**src/rtl/resp_2ph_sync_if.sv**
```systemverilog
// resp_2ph_sync_if: service handshake between the 2-phase responder
// and the synchronous consumer (valid/ready with channel tag).
interface resp_2ph_sync_if;
    logic svc_valid;
    logic svc_ch;
    logic svc_ready;

    modport master (
        output svc_valid,
        output svc_ch,
        input  svc_ready
    );

    modport slave (
        input  svc_valid,
        input  svc_ch,
        output svc_ready
    );
endinterface

```
**src/rtl/resp_2ph_sync.sv**
```systemverilog
// resp_2ph_sync: synchronises 2-phase grants g1/g2 into clk, offers
// each as a valid/ready service, and returns a 2-phase done on d1/d2.
module resp_2ph_sync #(
    parameter int SYNC_STAGES = 2,
    parameter int HOLD_CYCLES = 0
) (
    input  logic            clk,
    input  logic            rst,
    input  logic            g1,
    input  logic            g2,
    output logic            d1,
    output logic            d2,
    output logic            busy,
    output logic            err,
    resp_2ph_sync_if.master svc
);

    typedef enum logic [1:0] {
        IDLE,
        OFFER,
        HOLD,
        DONE
    } state_t;

    localparam bit HAS_HOLD = (HOLD_CYCLES > 0);
    localparam logic [7:0] HOLD_LOAD =
        HAS_HOLD ? 8'(HOLD_CYCLES - 1) : 8'd0;

    logic [SYNC_STAGES-1:0] sync1_q;
    logic [SYNC_STAGES-1:0] sync1_d;
    logic [SYNC_STAGES-1:0] sync2_q;
    logic [SYNC_STAGES-1:0] sync2_d;

    state_t     state_q;
    state_t     state_d;
    logic       ch_q;
    logic       ch_d;
    logic [7:0] cnt_q;
    logic [7:0] cnt_d;
    logic       seen1_q;
    logic       seen1_d;
    logic       seen2_q;
    logic       seen2_d;
    logic       err_q;
    logic       err_d;

    logic gs1;
    logic gs2;
    logic pend1;
    logic pend2;
    logic pend_cur;
    logic valid;

    assign gs1      = sync1_q[SYNC_STAGES-1];
    assign gs2      = sync2_q[SYNC_STAGES-1];
    assign pend1    = gs1 ^ seen1_q;
    assign pend2    = gs2 ^ seen2_q;
    assign pend_cur = ch_q ? pend2 : pend1;

    // Shift the raw grants into their synchroniser chains.
    always_comb begin
        sync1_d = {sync1_q[SYNC_STAGES-2:0], g1};
        sync2_d = {sync2_q[SYNC_STAGES-2:0], g2};
    end

    // Next-state, service offer and protocol-error detection.
    always_comb begin
        state_d = state_q;
        ch_d    = ch_q;
        cnt_d   = cnt_q;
        seen1_d = seen1_q;
        seen2_d = seen2_q;
        err_d   = err_q;
        valid   = 1'b0;
        unique case (state_q)
            IDLE: begin
                if (pend1 && pend2) begin
                    err_d = 1'b1;
                end
                if (pend1) begin
                    ch_d    = 1'b0;
                    state_d = OFFER;
                end else if (pend2) begin
                    ch_d    = 1'b1;
                    state_d = OFFER;
                end
            end
            OFFER: begin
                valid = 1'b1;
                if (!pend_cur) begin
                    err_d = 1'b1;
                end
                if (svc.svc_ready) begin
                    if (HAS_HOLD) begin
                        state_d = HOLD;
                        cnt_d   = HOLD_LOAD;
                    end else begin
                        state_d = DONE;
                    end
                end
            end
            HOLD: begin
                if (!pend_cur) begin
                    err_d = 1'b1;
                end
                if (cnt_q == 8'd0) begin
                    state_d = DONE;
                end else begin
                    cnt_d = cnt_q - 8'd1;
                end
            end
            DONE: begin
                if (ch_q) begin
                    seen2_d = ~seen2_q;
                end else begin
                    seen1_d = ~seen1_q;
                end
                state_d = IDLE;
            end
            default: begin
                state_d = IDLE;
            end
        endcase
    end

    // All state registers with synchronous active-high reset.
    always_ff @(posedge clk) begin
        if (rst) begin
            sync1_q <= '0;
            sync2_q <= '0;
            state_q <= IDLE;
            ch_q    <= 1'b0;
            cnt_q   <= 8'd0;
            seen1_q <= 1'b0;
            seen2_q <= 1'b0;
            err_q   <= 1'b0;
        end else begin
            sync1_q <= sync1_d;
            sync2_q <= sync2_d;
            state_q <= state_d;
            ch_q    <= ch_d;
            cnt_q   <= cnt_d;
            seen1_q <= seen1_d;
            seen2_q <= seen2_d;
            err_q   <= err_d;
        end
    end

    // d1/d2 come straight from flops: they feed async logic.
    assign d1            = seen1_q;
    assign d2            = seen2_q;
    assign busy          = (state_q != IDLE);
    assign err           = err_q;
    assign svc.svc_valid = valid;
    assign svc.svc_ch    = ch_q;

endmodule

```
**src/flat_wrapper.sv**
```systemverilog
// flat-port wrapper written by rule: the top's interface ports become plain ports
module resp_2ph_sync_flat 
#(
    parameter int SYNC_STAGES = 2,
    parameter int HOLD_CYCLES = 0
)
  (clk, rst, g1, g2, d1, d2, busy, err, svc_svc_valid, svc_svc_ch, svc_svc_ready);
  resp_2ph_sync_if svc_i ();
  input  logic clk;
  input  logic rst;
  input  logic g1;
  input  logic g2;
  output logic d1;
  output logic d2;
  output logic busy;
  output logic err;
  output wire logic [$bits(svc_i.svc_valid)-1:0] svc_svc_valid;
  output wire logic [$bits(svc_i.svc_ch)-1:0] svc_svc_ch;
  input wire logic [$bits(svc_i.svc_ready)-1:0] svc_svc_ready;
  assign svc_svc_valid = svc_i.svc_valid;
  assign svc_svc_ch = svc_i.svc_ch;
  assign svc_i.svc_ready = svc_svc_ready;
  resp_2ph_sync #(.SYNC_STAGES(SYNC_STAGES), .HOLD_CYCLES(HOLD_CYCLES)) u_core (.clk(clk), .rst(rst), .g1(g1), .g2(g2), .d1(d1), .d2(d2), .busy(busy), .err(err), .svc(svc_i));
endmodule
```
**config.mk**
```make
export PLATFORM = sky130hd
export DESIGN_NAME = resp_2ph_sync_flat
export DESIGN_NICKNAME = d
export VERILOG_FILES = /design/src/rtl/resp_2ph_sync_if.sv /design/src/rtl/resp_2ph_sync.sv /design/src/flat_wrapper.sv
export SDC_FILE = /design/constraint.sdc
export NUM_CORES = 1
export LEC_CHECK = 0
export BUFFER_PORTS_ARGS = -buffer_cell sky130_fd_sc_hd__buf_4
export CORE_ASPECT_RATIO = 1.25
export CORE_MARGIN = 3
export CORE_UTILIZATION = 30
export DETAILED_ROUTE_END_ITERATION = 16
export PLACE_DENSITY = 0.52
export SKIP_CTS_REPAIR_TIMING = 1
export SYNTH_ARGS = -nofsm -noshare
export SYNTH_HDL_FRONTEND = slang
export SYNTH_SLANG_ARGS = --single-unit
```
**constraint.sdc**
```tcl
create_clock -name clk -period 6.28 [get_ports clk]
set_clock_uncertainty 0.2 [all_clocks]
set_input_delay 0.314 -clock clk [delete_from_list [all_inputs] [get_ports clk]]
set_output_delay 0.314 -clock clk [all_outputs]
set_load 0.05 [all_outputs]
```
==> After elaboration in Yosys (flattened, before gate mapping) <==
Cells that the tools add are included.
{ "totals": {"regBits": 18, "latchBits": 0, "mem_bits_rw": 0, "romBits": 0, "in_bits": 5, "output_inout_bits": 6, "word_cells": 48, "mem_count": 0} }
{ "op_classes": {"n_addsub": 1, "multipliers": 0, "n_div": 0, "n_lt_le_gt_ge": 0, "n_eq_ne": 8, "n_shift": 0, "muxes": 12, "bitwise_logic": 6, "reduce_logical": 13} }
{ "ops": {"columns": ["op", "n"], "rows": [
  ["8-bit logical NOT", 1],
  ["2-bit two-way mux", 4],
  ["2-bit case mux with 4 select lines", 1],
  ["2-bit AND reduction", 4],
  ["8-bit by 1-bit subtractor with 8-bit output, second input constant", 1],
  ["1-bit two-way mux", 6],
  ["3-bit AND reduction", 2],
  ["2-bit nonzero test", 3],
  ["2-bit == test, second input constant", 2],
  ["2-bit by 1-bit != test with 1-bit output, second input constant", 2],
  ["2-bit != test, second input constant", 2],
  ["1-bit NOT", 4],
  ["3-bit by 1-bit != test with 1-bit output, second input constant", 1],
  ["2-bit by 1-bit == test with 1-bit output, second input constant", 1],
  ["2-bit logical NOT", 1],
  ["1-bit case mux with 2 select lines", 1],
  ["2-bit OR reduction", 1],
  ["1-bit bitwise XOR", 2],
  ["1-bit logical AND", 1]
]} }

==> Logic depth before layout (Yosys ltp) <==
{ "depth": {"word_depth": 4, "ltp_mapped": 6, "ltp_nobuf": 6} }

==> Worst setup path after synthesis <==
No wires, ideal clock.
{ "synth_timing": {"path_type": "register to register", "startpoint": "register u_core.cnt_q[0]", "endpoint": "register u_core.state_q[0]", "arrival_time_ps": 1802, "t_required_ps": 5959, "path_slack_ps": 4157, "path_stages_with_launch": 7, "synth_period_minus_slack_ps": 2123, "path_cell_list": "dfxtp_1 inv_1 ha_1 or3b_2 o21a_4 a311oi_4 mux2_4"} }
{ "synth_via": {"elab_chain_len": 3} }
{ "synth_lines": {"columns": ["element", "line_no", "source"], "rows": [
  ["from (decl)", "resp_2ph_sync.sv:38", "logic [7:0] cnt_q;"],
  ["from (signal assigned)", "resp_2ph_sync.sv:142", "cnt_q <= cnt_d;"],
  ["8-bit logical NOT", "resp_2ph_sync.sv:106", "if (cnt_q == 8'd0) begin"],
  ["2-bit by 1-bit != test with 1-bit output (no source line)", null, null],
  ["3-bit AND reduction (no source line)", null, null],
  ["to (signal assigned)", "resp_2ph_sync.sv:140", "state_q <= state_d;"],
  ["to (decl)", "resp_2ph_sync.sv:34", "state_t state_q;"]
]} }
No other way between the ends.
A chain may end at the register's enable or synchronous reset.

==> Final worst setup path <==
Ends and elaborated chain as after synthesis.

==> impl_metrics.env <==
export IMPL_status="completed"
export IMPL_die_w_um=54.8
export IMPL_clockBufferDepth=2
export IMPL_routed_wl_met3_um=54
export IMPL_cts_sinks=18
export IMPL_cellPowerDensity_nw_per_um2=361
export IMPL_grt_use_total_pct=10.1
export IMPL_clkPwrFrac_pct=19.2
export IMPL_total_power_mw=0.374
export IMPL_max_slew_margin_pct=76.7
export IMPL_gr_total_overflow=0
export IMPL_crit_path_max_incr_delay_ns=0.50
export IMPL_switching_share_pct=39.6
export IMPL_setup_viol=0
export IMPL_synth_seq_area_share_pct=40.3
export IMPL_wl_met2_um=768
export IMPL_drt_wl_total_um=1550
export IMPL_drive_gt1_share_pct=17.5
export IMPL_fmax_mhz=452
export IMPL_path_max_fanout=5
export IMPL_tightest_slew_ns=0.347
export IMPL_cp_start_kind="register"
export IMPL_critical_path_class="reg -> reg"
export IMPL_finalNetCount=116
export IMPL_numPortBuffers=10
export IMPL_grt_pass1_vias=618
export IMPL_timing_hold_ws_ns=0.0238
export IMPL_core_area_um2=2760
export IMPL_drv_slew=0
export IMPL_insertion_delay_ns=0.29
export IMPL_mostFrequentLayoutCell="dfxtp_1"
export IMPL_syn2layout_area_growth_pct=15.8
export IMPL_instances_no_fill=137
export IMPL_antenna_found_initial=0
export IMPL_cap_viol_max_count=0
export IMPL_die_y_um=67.1
export IMPL_wire_per_inst_um=11.3
export IMPL_syn_inst=92
export IMPL_clk_pin_slew_ns=0.11
export IMPL_finalSetupTns_ns=0
export IMPL_p_leak_nw=0.426
export IMPL_finalHoldViolations=0
export IMPL_dr_pass1_iters=4
export IMPL_cp_arrival_ns=2.21
export IMPL_synth_area_per_cell_um2=9.72
export IMPL_synth_cell_types=26
export IMPL_row_count=21
export IMPL_grt_max_degree=22
export IMPL_tritoncts_num_buffers=3
export IMPL_placed_area_um2=1000
export IMPL_worst_slack_ns=4.07
export IMPL_place_worst_setup_slack_ns=4.08
export IMPL_placed_cells=133
export IMPL_syn_area_um2=895
export IMPL_final_antenna_net_count=0
export IMPL_fill_cells=278
export IMPL_initial_core_util_pct=32.4
export IMPL_min_period_ns=2.21
export IMPL_path_cells="inv_1 > ha_1 > or3b_2 > o21a_4 > a311oi_4 > mux2_4"
export IMPL_final_cell_mix="18 x dfxtp_1, 13 x nor2_1, 10 x buf_4"
export IMPL_vias=643
export IMPL_top_layer="met4"
export IMPL_n_antenna_cell=0
export IMPL_pwr_share_comb_pct=43.3
export IMPL_drt_met1_wl_um=709
export IMPL_rsz0062_at_grt="no"
export IMPL_utilization_pct=37.6
export IMPL_drcViolationCount=0
export IMPL_whs_path_depth=2
export IMPL_hp_class="in -> reg"
export IMPL_htreeDepth=1
export IMPL_ys_ff_latch=18
export IMPL_critPathCaptureType="register"
export IMPL_final_cell_area_um2=1040
export IMPL_dp_hpwl_um=1140
export IMPL_syn_nets=104
export IMPL_viasPerCell=4.69
export IMPL_slowest_stage="or3b_2"
export IMPL_die_area_um2=3680
export IMPL_reg2regPathDepth=6
export IMPL_sequentialPowerShare_pct=37.5
export IMPL_yosysWarnings=0
export IMPL_timing_final_crit_share_pct=35.2
export IMPL_internal_power_mw=0.226
export IMPL_grt_pass1_wl_um=2620
export IMPL_clockRootBuffer="clkbuf_4"
export IMPL_ir_worst_vdd_mv=0.165
export IMPL_gp_congestion=0.731
export IMPL_cp_required_ns=6.27
export IMPL_cts_tree="built"
export IMPL_drt_iter0_drc=14
export IMPL_io_pins=11
export IMPL_p_sw_mw=0.148
## Yosys cell counts (all sizes together)
library cell	instances	area [um^2]
mux2	1	15.0
a311oi	1	26.3
nand2	1	3.75
o211ai	2	15.0
ha	7	87.6
nor3	2	10.0
nand2b	3	18.8
o2111ai	2	17.5
xnor2	4	35.0
o21a	1	15.0
o31ai	1	7.51
nor2	13	48.8
o21ai	1	5.00
a211o	1	8.76
nor2b	6	37.5
xor2	7	61.3
a21oi	4	20.0
inv	6	22.5
mux2i	2	20.0
or4	3	22.5
clkbuf	1	3.75
or3b	1	8.76
buf	2	8.75
dfxtp	18	360
a211oi	2	15.0
## logic make-up (layout without fill, tap and decap cells)
family	count (synthesis)	count (layout)	synth area share, %
fa+ha+maj	7	7	9.79
xor+xnor	11	11	10.8
buf+inv	9	20	3.91
mux	3	3	3.92
compound gates	15	15	14.5
flops	18	18	40.3
simple gates	29	29	16.8
## registers in the layout, summed over array words and instances, names as in the netlist
name,cells
u_core.d2,1
u_core.svc.svc_ch,1
u_core.err,1
u_core.cnt_q,8
u_core.state_q,2
u_core.sync1_q,2
u_core.sync2_q,2
u_core.d1,1
## power by group through the flow
stage	Combinational [mW]	Sequential, mW	Clock [mW]
after floorplan	0.109	0.157	0
after global placement	0.162	0.142	0
after detailed placement	0.163	0.142	0
after CTS	0.163	0.140	0.0744
after global routing	0.172	0.142	0.0788
final	0.162	0.140	0.0716
## worst max-delay path, delay by kind of cell (launching register included)
family                   cells  cell delay, ns
adder cells (fa/ha/maj)      1            0.13
flip-flops                   1            0.36
multiplexers                 1            0.33
AND/OR/NAND/NOR              1            0.50
buffers and inverters        1            0.09
AO/OA/AOI/OAI                2            0.50
## path summary, 6_finish.rpt
check	from	to	slack (ns)
min reg2reg	u_core.err$_SDFFE_PP0P_	u_core.err$_SDFFE_PP0P_	0.26
max reg2reg	u_core.cnt_q[0]$_SDFFE_PP0P_	u_core.state_q[0]$_SDFFE_PP0P_	4.07
max	u_core.cnt_q[0]$_SDFFE_PP0P_	u_core.state_q[0]$_SDFFE_PP0P_	4.07
min	g2	u_core.sync2_q[0]$_SDFF_PP0_	0.02
## routing by layer
layer | GRT usage, % | vias up
met1 | 11.1 | 301
met2 | 16.4 | 9
met4 | 5.61 | 0
met5 | 0 | -
met3 | 3.13 | 2
li1 | - | 331
## area by class of cell
type	instances	area (um^2)	area share, %
Multi-Input combinational cell	65	499	48.2
Timing Repair Buffer	10	75.1	7.25
Tap cell	34	42.5	4.11
Sequential cell	18	360	34.8
Clock buffer	4	36.3	3.50
Inverter	6	22.5	2.17
No activity file was read; power rests on OpenSTA's default activity.
